**src/rtl/boot_loader.sv**
```systemverilog
// Boot-time UART protocol engine: sends 0x99, receives a 4-byte size and the
// program image (packed into 32-bit instruction-memory words), then sends 0xAA.
module boot_loader #(
  parameter int INST_ADDR_WIDTH = 15
) (
  input  logic                       clk,
  input  logic                       reset_n,
  input  logic                       transmit_0x99,
  input  logic                       receive_program_data_size,
  input  logic                       receive_program_data,
  input  logic                       transmit_0xAA,
  input  logic [7:0]                 rx_data,
  input  logic                       rx_valid,
  input  logic                       tx_ready,
  output logic                       tx_start,
  output logic [7:0]                 tx_data,
  output logic                       transmit_0x99_finished,
  output logic                       receive_program_data_size_finished,
  output logic                       receive_program_data_finished,
  output logic                       transmit_0xAA_finished,
  output logic                       imem_write_enable,
  output logic [INST_ADDR_WIDTH-1:0] imem_addr,
  output logic [31:0]                imem_write_data,
  output logic [31:0]                program_size
);

  typedef enum logic [3:0] {
    IDLE,
    TX_START,
    TX_WAIT_BUSY,
    TX_WAIT_IDLE,
    TX_DONE,
    RX_SIZE,
    SIZE_DONE,
    RX_DATA,
    DATA_DONE
  } state_e;

  state_e                     state_q, state_d;
  logic                       tx_start_q, tx_start_d;
  logic [7:0]                 tx_data_q, tx_data_d;
  logic                       fin_99_q, fin_99_d;
  logic                       fin_size_q, fin_size_d;
  logic                       fin_data_q, fin_data_d;
  logic                       fin_aa_q, fin_aa_d;
  logic                       we_q, we_d;
  logic [INST_ADDR_WIDTH-1:0] addr_q, addr_d;
  logic [31:0]                wdata_q, wdata_d;
  logic [31:0]                size_q, size_d;
  logic [1:0]                 byte_cnt_q, byte_cnt_d;
  logic [29:0]                word_cnt_q, word_cnt_d;
  logic [31:0]                word_q, word_d;

  logic [29:0]                words_total;
  logic                       tx_req_held;

  // Little-endian byte assembly: the first byte received ends up in bits 7:0.
  function automatic logic [31:0] shift_in_le(input logic [31:0] acc, input logic [7:0] b);
    return {b, acc[31:8]};
  endfunction

  assign words_total = size_q[31:2];
  assign tx_req_held = (tx_data_q == 8'h99) ? transmit_0x99 : transmit_0xAA;

  always_comb begin
    state_d    = state_q;
    tx_start_d = 1'b0;
    tx_data_d  = tx_data_q;
    fin_99_d   = fin_99_q;
    fin_size_d = fin_size_q;
    fin_data_d = fin_data_q;
    fin_aa_d   = fin_aa_q;
    we_d       = 1'b0;
    addr_d     = addr_q;
    wdata_d    = wdata_q;
    size_d     = size_q;
    byte_cnt_d = byte_cnt_q;
    word_cnt_d = word_cnt_q;
    word_d     = word_q;

    case (state_q)
      IDLE: begin
        if ((transmit_0x99 || transmit_0xAA) && tx_ready) begin
          state_d    = TX_START;
          tx_start_d = 1'b1;
          tx_data_d  = transmit_0x99 ? 8'h99 : 8'hAA;
        end else if (receive_program_data_size) begin
          state_d    = RX_SIZE;
          byte_cnt_d = 2'd0;
        end else if (receive_program_data) begin
          byte_cnt_d = 2'd0;
          word_cnt_d = 30'd0;
          state_d    = (words_total == 30'd0) ? DATA_DONE : RX_DATA;
        end
      end

      TX_START: state_d = TX_WAIT_BUSY;

      TX_WAIT_BUSY: begin
        if (!tx_ready) state_d = TX_WAIT_IDLE;
      end

      TX_WAIT_IDLE: begin
        if (tx_ready) begin
          state_d  = TX_DONE;
          fin_99_d = (tx_data_q == 8'h99);
          fin_aa_d = (tx_data_q == 8'hAA);
        end
      end

      TX_DONE: begin
        fin_99_d = (tx_data_q == 8'h99) && tx_req_held;
        fin_aa_d = (tx_data_q == 8'hAA) && tx_req_held;
        if (!tx_req_held) state_d = IDLE;
      end

      RX_SIZE: begin
        if (rx_valid) begin
          size_d     = shift_in_le(size_q, rx_data);
          byte_cnt_d = byte_cnt_q + 2'd1;
          if (byte_cnt_q == 2'd3) begin
            state_d    = SIZE_DONE;
            fin_size_d = 1'b1;
          end
        end
      end

      SIZE_DONE: begin
        fin_size_d = receive_program_data_size;
        if (!receive_program_data_size) state_d = IDLE;
      end

      RX_DATA: begin
        if (rx_valid) begin
          word_d     = shift_in_le(word_q, rx_data);
          byte_cnt_d = byte_cnt_q + 2'd1;
          if (byte_cnt_q == 2'd3) begin
            we_d       = 1'b1;
            wdata_d    = shift_in_le(word_q, rx_data);
            addr_d     = word_cnt_q[INST_ADDR_WIDTH-1:0];
            word_cnt_d = word_cnt_q + 30'd1;
            // The finished flag follows one cycle after the final strobe.
            if (word_cnt_q + 30'd1 == words_total) state_d = DATA_DONE;
          end
        end
      end

      DATA_DONE: begin
        fin_data_d = receive_program_data;
        if (!receive_program_data) state_d = IDLE;
      end

      default: state_d = IDLE;
    endcase
  end

  always_ff @(posedge clk or negedge reset_n) begin
    if (!reset_n) begin
      state_q    <= IDLE;
      tx_start_q <= 1'b0;
      tx_data_q  <= 8'h00;
      fin_99_q   <= 1'b0;
      fin_size_q <= 1'b0;
      fin_data_q <= 1'b0;
      fin_aa_q   <= 1'b0;
      we_q       <= 1'b0;
      addr_q     <= '0;
      wdata_q    <= 32'h0;
      size_q     <= 32'h0;
      byte_cnt_q <= 2'd0;
      word_cnt_q <= 30'd0;
    end else begin
      state_q    <= state_d;
      tx_start_q <= tx_start_d;
      tx_data_q  <= tx_data_d;
      fin_99_q   <= fin_99_d;
      fin_size_q <= fin_size_d;
      fin_data_q <= fin_data_d;
      fin_aa_q   <= fin_aa_d;
      we_q       <= we_d;
      addr_q     <= addr_d;
      wdata_q    <= wdata_d;
      size_q     <= size_d;
      byte_cnt_q <= byte_cnt_d;
      word_cnt_q <= word_cnt_d;
    end
  end

  // Partial-word accumulator; stale bytes are shifted out once the byte counter restarts.
  always_ff @(posedge clk) begin
    word_q <= word_d;
  end

  assign tx_start                           = tx_start_q;
  assign tx_data                            = tx_data_q;
  assign transmit_0x99_finished             = fin_99_q;
  assign receive_program_data_size_finished = fin_size_q;
  assign receive_program_data_finished      = fin_data_q;
  assign transmit_0xAA_finished             = fin_aa_q;
  assign imem_write_enable                  = we_q;
  assign imem_addr                          = addr_q;
  assign imem_write_data                    = wdata_q;
  assign program_size                       = size_q;

endmodule

```
**config.mk**
```make
export PLATFORM = sky130hd
export DESIGN_NAME = boot_loader
export DESIGN_NICKNAME = d
export VERILOG_FILES = /design/src/rtl/boot_loader.sv
export SDC_FILE = /design/constraint.sdc
export NUM_CORES = 1
export LEC_CHECK = 0
export BUFFER_PORTS_ARGS = -buffer_cell sky130_fd_sc_hd__buf_2
export CAP_MARGIN = 10
export CELL_PAD_IN_SITES_DETAIL_PLACEMENT = 2
export CELL_PAD_IN_SITES_GLOBAL_PLACEMENT = 2
export CORE_MARGIN = 2
export CORE_UTILIZATION = 36
export CTS_CLUSTER_SIZE = 10
export DETAILED_ROUTE_END_ITERATION = 8
export HOLD_SLACK_MARGIN = 0.05
export PLACE_DENSITY = 0.88
export SYNTH_ARGS = -nofsm -noshare
export SYNTH_HDL_FRONTEND = slang
export SYNTH_SLANG_ARGS = --single-unit
```
**constraint.sdc**
```tcl
create_clock -name clk -period 3.5 [get_ports clk]
set_clock_uncertainty 0.05 [all_clocks]
set_input_delay 0.7 -clock clk [delete_from_list [all_inputs] [get_ports clk]]
set_output_delay 0.7 -clock clk [all_outputs]
set_load 0.01 [all_outputs]
```
# Word-level counts from Yosys, hierarchy flattened
# Cells that the tools add are included.
# totals
reg_bits	161
in_bits	16
output_inout_bits	93
wordCells	104
# classes
addsub	2
eq_ne	28
n_mux	40
n_reduce_logical	20
# ops
operator	n
$mux 30	5
$pmux 30 s2	1
$mux 4	14
$pmux 4 s9	1
$add 30x1->30 const B	1
$eq 30x30->1	1
$logic_not 30->1	1
$ne 2x2->1 const B	13
$eq 4x3->1 const B	4
$eq 8x8->1 const B	2
$reduce_and 11->1	1
$mux 1	10
$eq 4x2->1 const B	2
$mux 2	4
$reduce_and 2->1	4
$reduce_bool 2->1	4
$mux 6	1
$pmux 1 s2	3
$reduce_and 3->1	2
$reduce_and 6->1	1
$eq 4x1->1 const B	1
$eq 4x4->1 const B	1
$logic_not 4->1	1
$ne 4x4->1 const B	1
9 further kinds	11

# Logic depth before layout (Yosys ltp)
# logic_depth
word_depth	6
depth_mapped	11

# Worst setup path after synthesis
# OpenSTA, ideal clock, no wires.
# synth_timing
path_type	flip-flop to flip-flop
startpoint	register word_cnt_q[0]
endpoint	register state_q[1]
setup_time_ns	0.135
t_arrival_ns	2.883
t_required_ns	3.315
setup_slack_ns	0.432
path_stages_with_launch	11
path_buffers	2
path_cell_list	dfrtp_1 -> ha_1 -> clkbuf_1 -> and4_1 -> clkbuf_1 -> a21oi_1 -> nand4b_1 -> or4_1 -> or4_1 -> nor4_2 -> o31ai_1
# synth_via
elab_chain_cells	4
# synth_lines
item	line_no	text
start, declared	51	logic [29:0] word_cnt_q, word_cnt_d;
start signal, assigned	185	word_cnt_q <= word_cnt_d;
$add 30x1->30	143	if (word_cnt_q + 30'd1 == words_total) state_d = DATA_DONE;
$eq 30x30->1	143	
$ne 2x2->1 (no line)	n/a	
$reduce_and 11->1 (no line)	n/a	
end signal, assigned	173	state_q <= state_d;
end, declared	39	state_e state_q, state_d;
# No other way between the ends.
# A chain may end at the register's enable or synchronous reset.

# Final worst setup path
# layout_timing
startpoint	register word_cnt_q[2]
endpoint	register state_q[1]
# The elaborated chain is that of the path after synthesis.

==> summary.txt <==
Global route
  • Vias in the first global route: 6,749
  • Overall Global Routing Usage: 0.238
  • Global route overflow: 0
  • Global-route wire length before repair: 39,300 um
  • Antenna violations before repair: 0
  • Largest net degree at the start of global routing: 90

Clocking
  • Worst-path clk slew: 0.07 ns
  • Clk Latency, worst-skew pair: 0.43 ns
  • Post-CTS Setup Inserts: 0
  • Clk root buf: clkbuf_16
  • CTS max path bufs: 2
  • CTS tree: done
  • Total CTS buffers: 17
  • # clock sinks: 148
  • H-tree depth: 4

Power and ir drop
  • Power density over the cells: 654 mW/mm^2
  • Worst VDD drop: 0.000390 V
  • Pleak: 4.05 nW

Route
  • Iteration-0 DRC Markers: 258
  • DR vias: 6,052
  • Vias per std cell: 5.54
  • DRC violations left: 0
  • Post-DR wirelength/cell: 22.3 um
  • Routed Antenna Nets: 0
  • Final wirelength: 24,400 um
  • DRT Pass-1 Iters: 4

Logic synthesis
  • Mapped Area: 0.00718 mm^2
  • EDFF count, synth: 24
  • Post-synthesis cell count: 729
  • Synth top area cells: dfrtp_1, edfxtp_1, nand2_1
  • Synth Flop Type: dfrtp_1
  • Synth warn: 0
  • Post-synth cell types: 62
  • Post-synth ARST share: 0.838
  • Cell taking the most area after synthesis: dfrtp_1
  • Synth top area share: 0.432
  • Mean post-synth cell area: 9.84 um^2
  • Register area share after synthesis: 0.533
  • Post-synthesis register bit count: 148

Die
  • Die Height: 145 um
  • Initial core utilization: 0.368
  • DIE AREA: 0.0211 mm^2
  • Die width: 145 um
  • Top Ports: 109
  • Core Box Area: 0.0195 mm^2
  • Row count: 51

Timing
  • Pins Over Slew Limit: 0
  • Max Fclk: 305 MHz
  • Slew HR: 0.435
  • Tcrit/Tclk final: 0.937
  • RSZ-0062 raised after global routing: false
  • Tmin final: 3.28 ns
  • Final TNS setup: 0 ns
  • Hold_ws: 0.171 ns
  • Setup violators final: 0
  • Worst-margin pin slew: 0.841 ns
  • Final Hold Fails: 0

Setup path
  • RR Endpoint: state_q[1]
  • Top delay family on crit path: simple AND/OR/NAND/NOR gates
  • CP bufs+invs: 0
  • Cells along the critical path: nand3_1 > or4_1 > nor4b_1 > o22ai_1 > or4_1 > nor4_4 > o31ai_1
  • CP arrival: 3.53 ns
  • R2R cell count: 7
  • Class of the most critical setup path: flop to flop
  • Startpoint types: flop
  • Crit path from: word_cnt_q[2]
  • Critical Path RT: 3.75 ns
  • CP Depth: 7
  • R2R Path Start: word_cnt_q[2]
  • Worst path slowest cell: or4_1
  • CP peak stage delay: 0.61 ns
  • Most common cell on crit path: or4_1
  • Worst setup EP type: flop
  • Worst setup path endpoint: state_q[1]
  • Reg2reg setup slack: 0.22 ns
  • Critical path fanouts, max: 11

Placement
  • RePlAce Congestion: 0.869
  • Placed insts: 1,061
  • Post-DP HPWL: 16,800 um
  • Port Buf Inserts: 106

Min path
  • Hold crit path type: input pin to asynchronous set/reset pin

Layout
  • Fillers: 2,116
  • Area growth, synth to finish: 18.7%
  • Diodes inserted: 0
  • Post-Layout Cell Count: 1,093
  • Layout cells sized above 1: 0.237
  • Final #Nets: 833

Run status
  • Status: complete, no violations

Run
  • Maxcap violations: 0
-- layout make-up --
class,instances,area [um^2],share of cell area
Tap cell,265,332,0.0389
Clock inverter,13,124,0.0145
Clock buffer,19,453,0.0531
Timing Repair Buffer,117,641,0.0752
Multi-Input combinational cell,522,3120,0.366
Sequential cell,148,3820,0.449
Inverter,9,33.8,0.00396
-- logic make-up after synthesis --
logic type | Yosys count | share of synthesized area
simple gates | 312 | 0.207
flops | 148 | 0.533
compound gates | 127 | 0.111
buf+inv | 60 | 0.0364
mux | 40 | 0.0617
xor+xnor | 39 | 0.0476
fa+ha+maj | 2 | 0.00349
other cells | 1 | 0.000523
-- Yosys cell counts, drive strengths merged (6+ instances only) --
| cell | count |
|---|---|
| inv | 9 |
| or4 | 8 |
| o21ai | 51 |
| mux2i | 6 |
| buf | 17 |
| nand4 | 12 |
| clkbuf | 34 |
| dfrtp | 124 |
| nor4 | 13 |
| edfxtp | 24 |
| mux2 | 34 |
| and3 | 9 |
| xnor2 | 28 |
| nand3 | 16 |
| xor2 | 11 |
| o31ai | 21 |
| nor2 | 30 |
| nand2 | 177 |
| nor3 | 13 |
| a21oi | 18 |
| a31oi | 7 |
| and4 | 7 |
-- through the flow --
step                      cell area, um^2  setup slack [ns]  total power, W   util
after floorplan                      7180             0.432         0.00314      -
after global placement               7930             0.297         0.00367  0.406
after detailed placement             7930             0.145         0.00375  0.406
after CTS                            8510            0.0890         0.00560  0.436
after global routing                 8520            0.0421         0.00583  0.436
final                                8520             0.222         0.00557  0.436
-- state kept, by name, summed over array words and instances, names as in the netlist, 2 cells and up --
signal           count
word_cnt_q          30
word_q              24
program_size        32
byte_cnt_q           2
state_q              4
tx_data              3
imem_addr           15
imem_write_data     32
-- power breakdown --
| group | switching, W | internal [W] |
|---|---|---|
| Combinational | 0.000773 | 0.000630 |
| Sequential | 0.000403 | 0.00196 |
| Clock | 0.000778 | 0.00103 |
-- layer usage --
metal / global-route usage / routed length (um) / part of all wire
met3: 0.0428 / 1000 / 0.041
met5: 0 / 0 / 0
met2: 0.403 / 12300 / 0.50
met4: 0.104 / 674 / 0.028
met1: 0.298 / 10400 / 0.43
-- cell usage in the layout, fill, tap and decap left out, drive strengths merged, types with 13 or more instances in the layout --
master and n:
nand2 177, dfrtp 124, buf 117, o21ai 51, mux2 34, nor2 30
xnor2 28, edfxtp 24, o31ai 21, clkbuf 19, a21oi 18, nand3 16
nor3 13, nor4 13, inv 13
-- what timing repair did --
action / in CTS / in global routing
setup endpoints to repair: 0 / 4
hold buffers: 0 / 0
resized for setup: 0 / 3
-- worst reg2reg max path: cells and delay by family, from the launching register on --
kind | cells | cell delay (ns)
AOI/OAI and AO/OA | 2 | 0.24
DFF | 1 | 0.54
and+or+nand+nor | 5 | 2.32
-- worst min-delay path by stage --
stage               start  slack [ns]             endpoint  cells past startpoint
2_1_floorplan     reset_n        0.35        byte_cnt_q[0]                      0
3_3_place_gp    word_q[9]        0.37   imem_write_data[1]                      2
3_5_place_dp   word_q[10]        0.39   imem_write_data[2]                      2
4_1_cts           reset_n        0.19  imem_write_data[29]                      1
5_1_grt           reset_n        0.20  imem_write_data[29]                      1
6_report          reset_n        0.17  imem_write_data[29]                      1
Power figures use the tool's default switching activity.
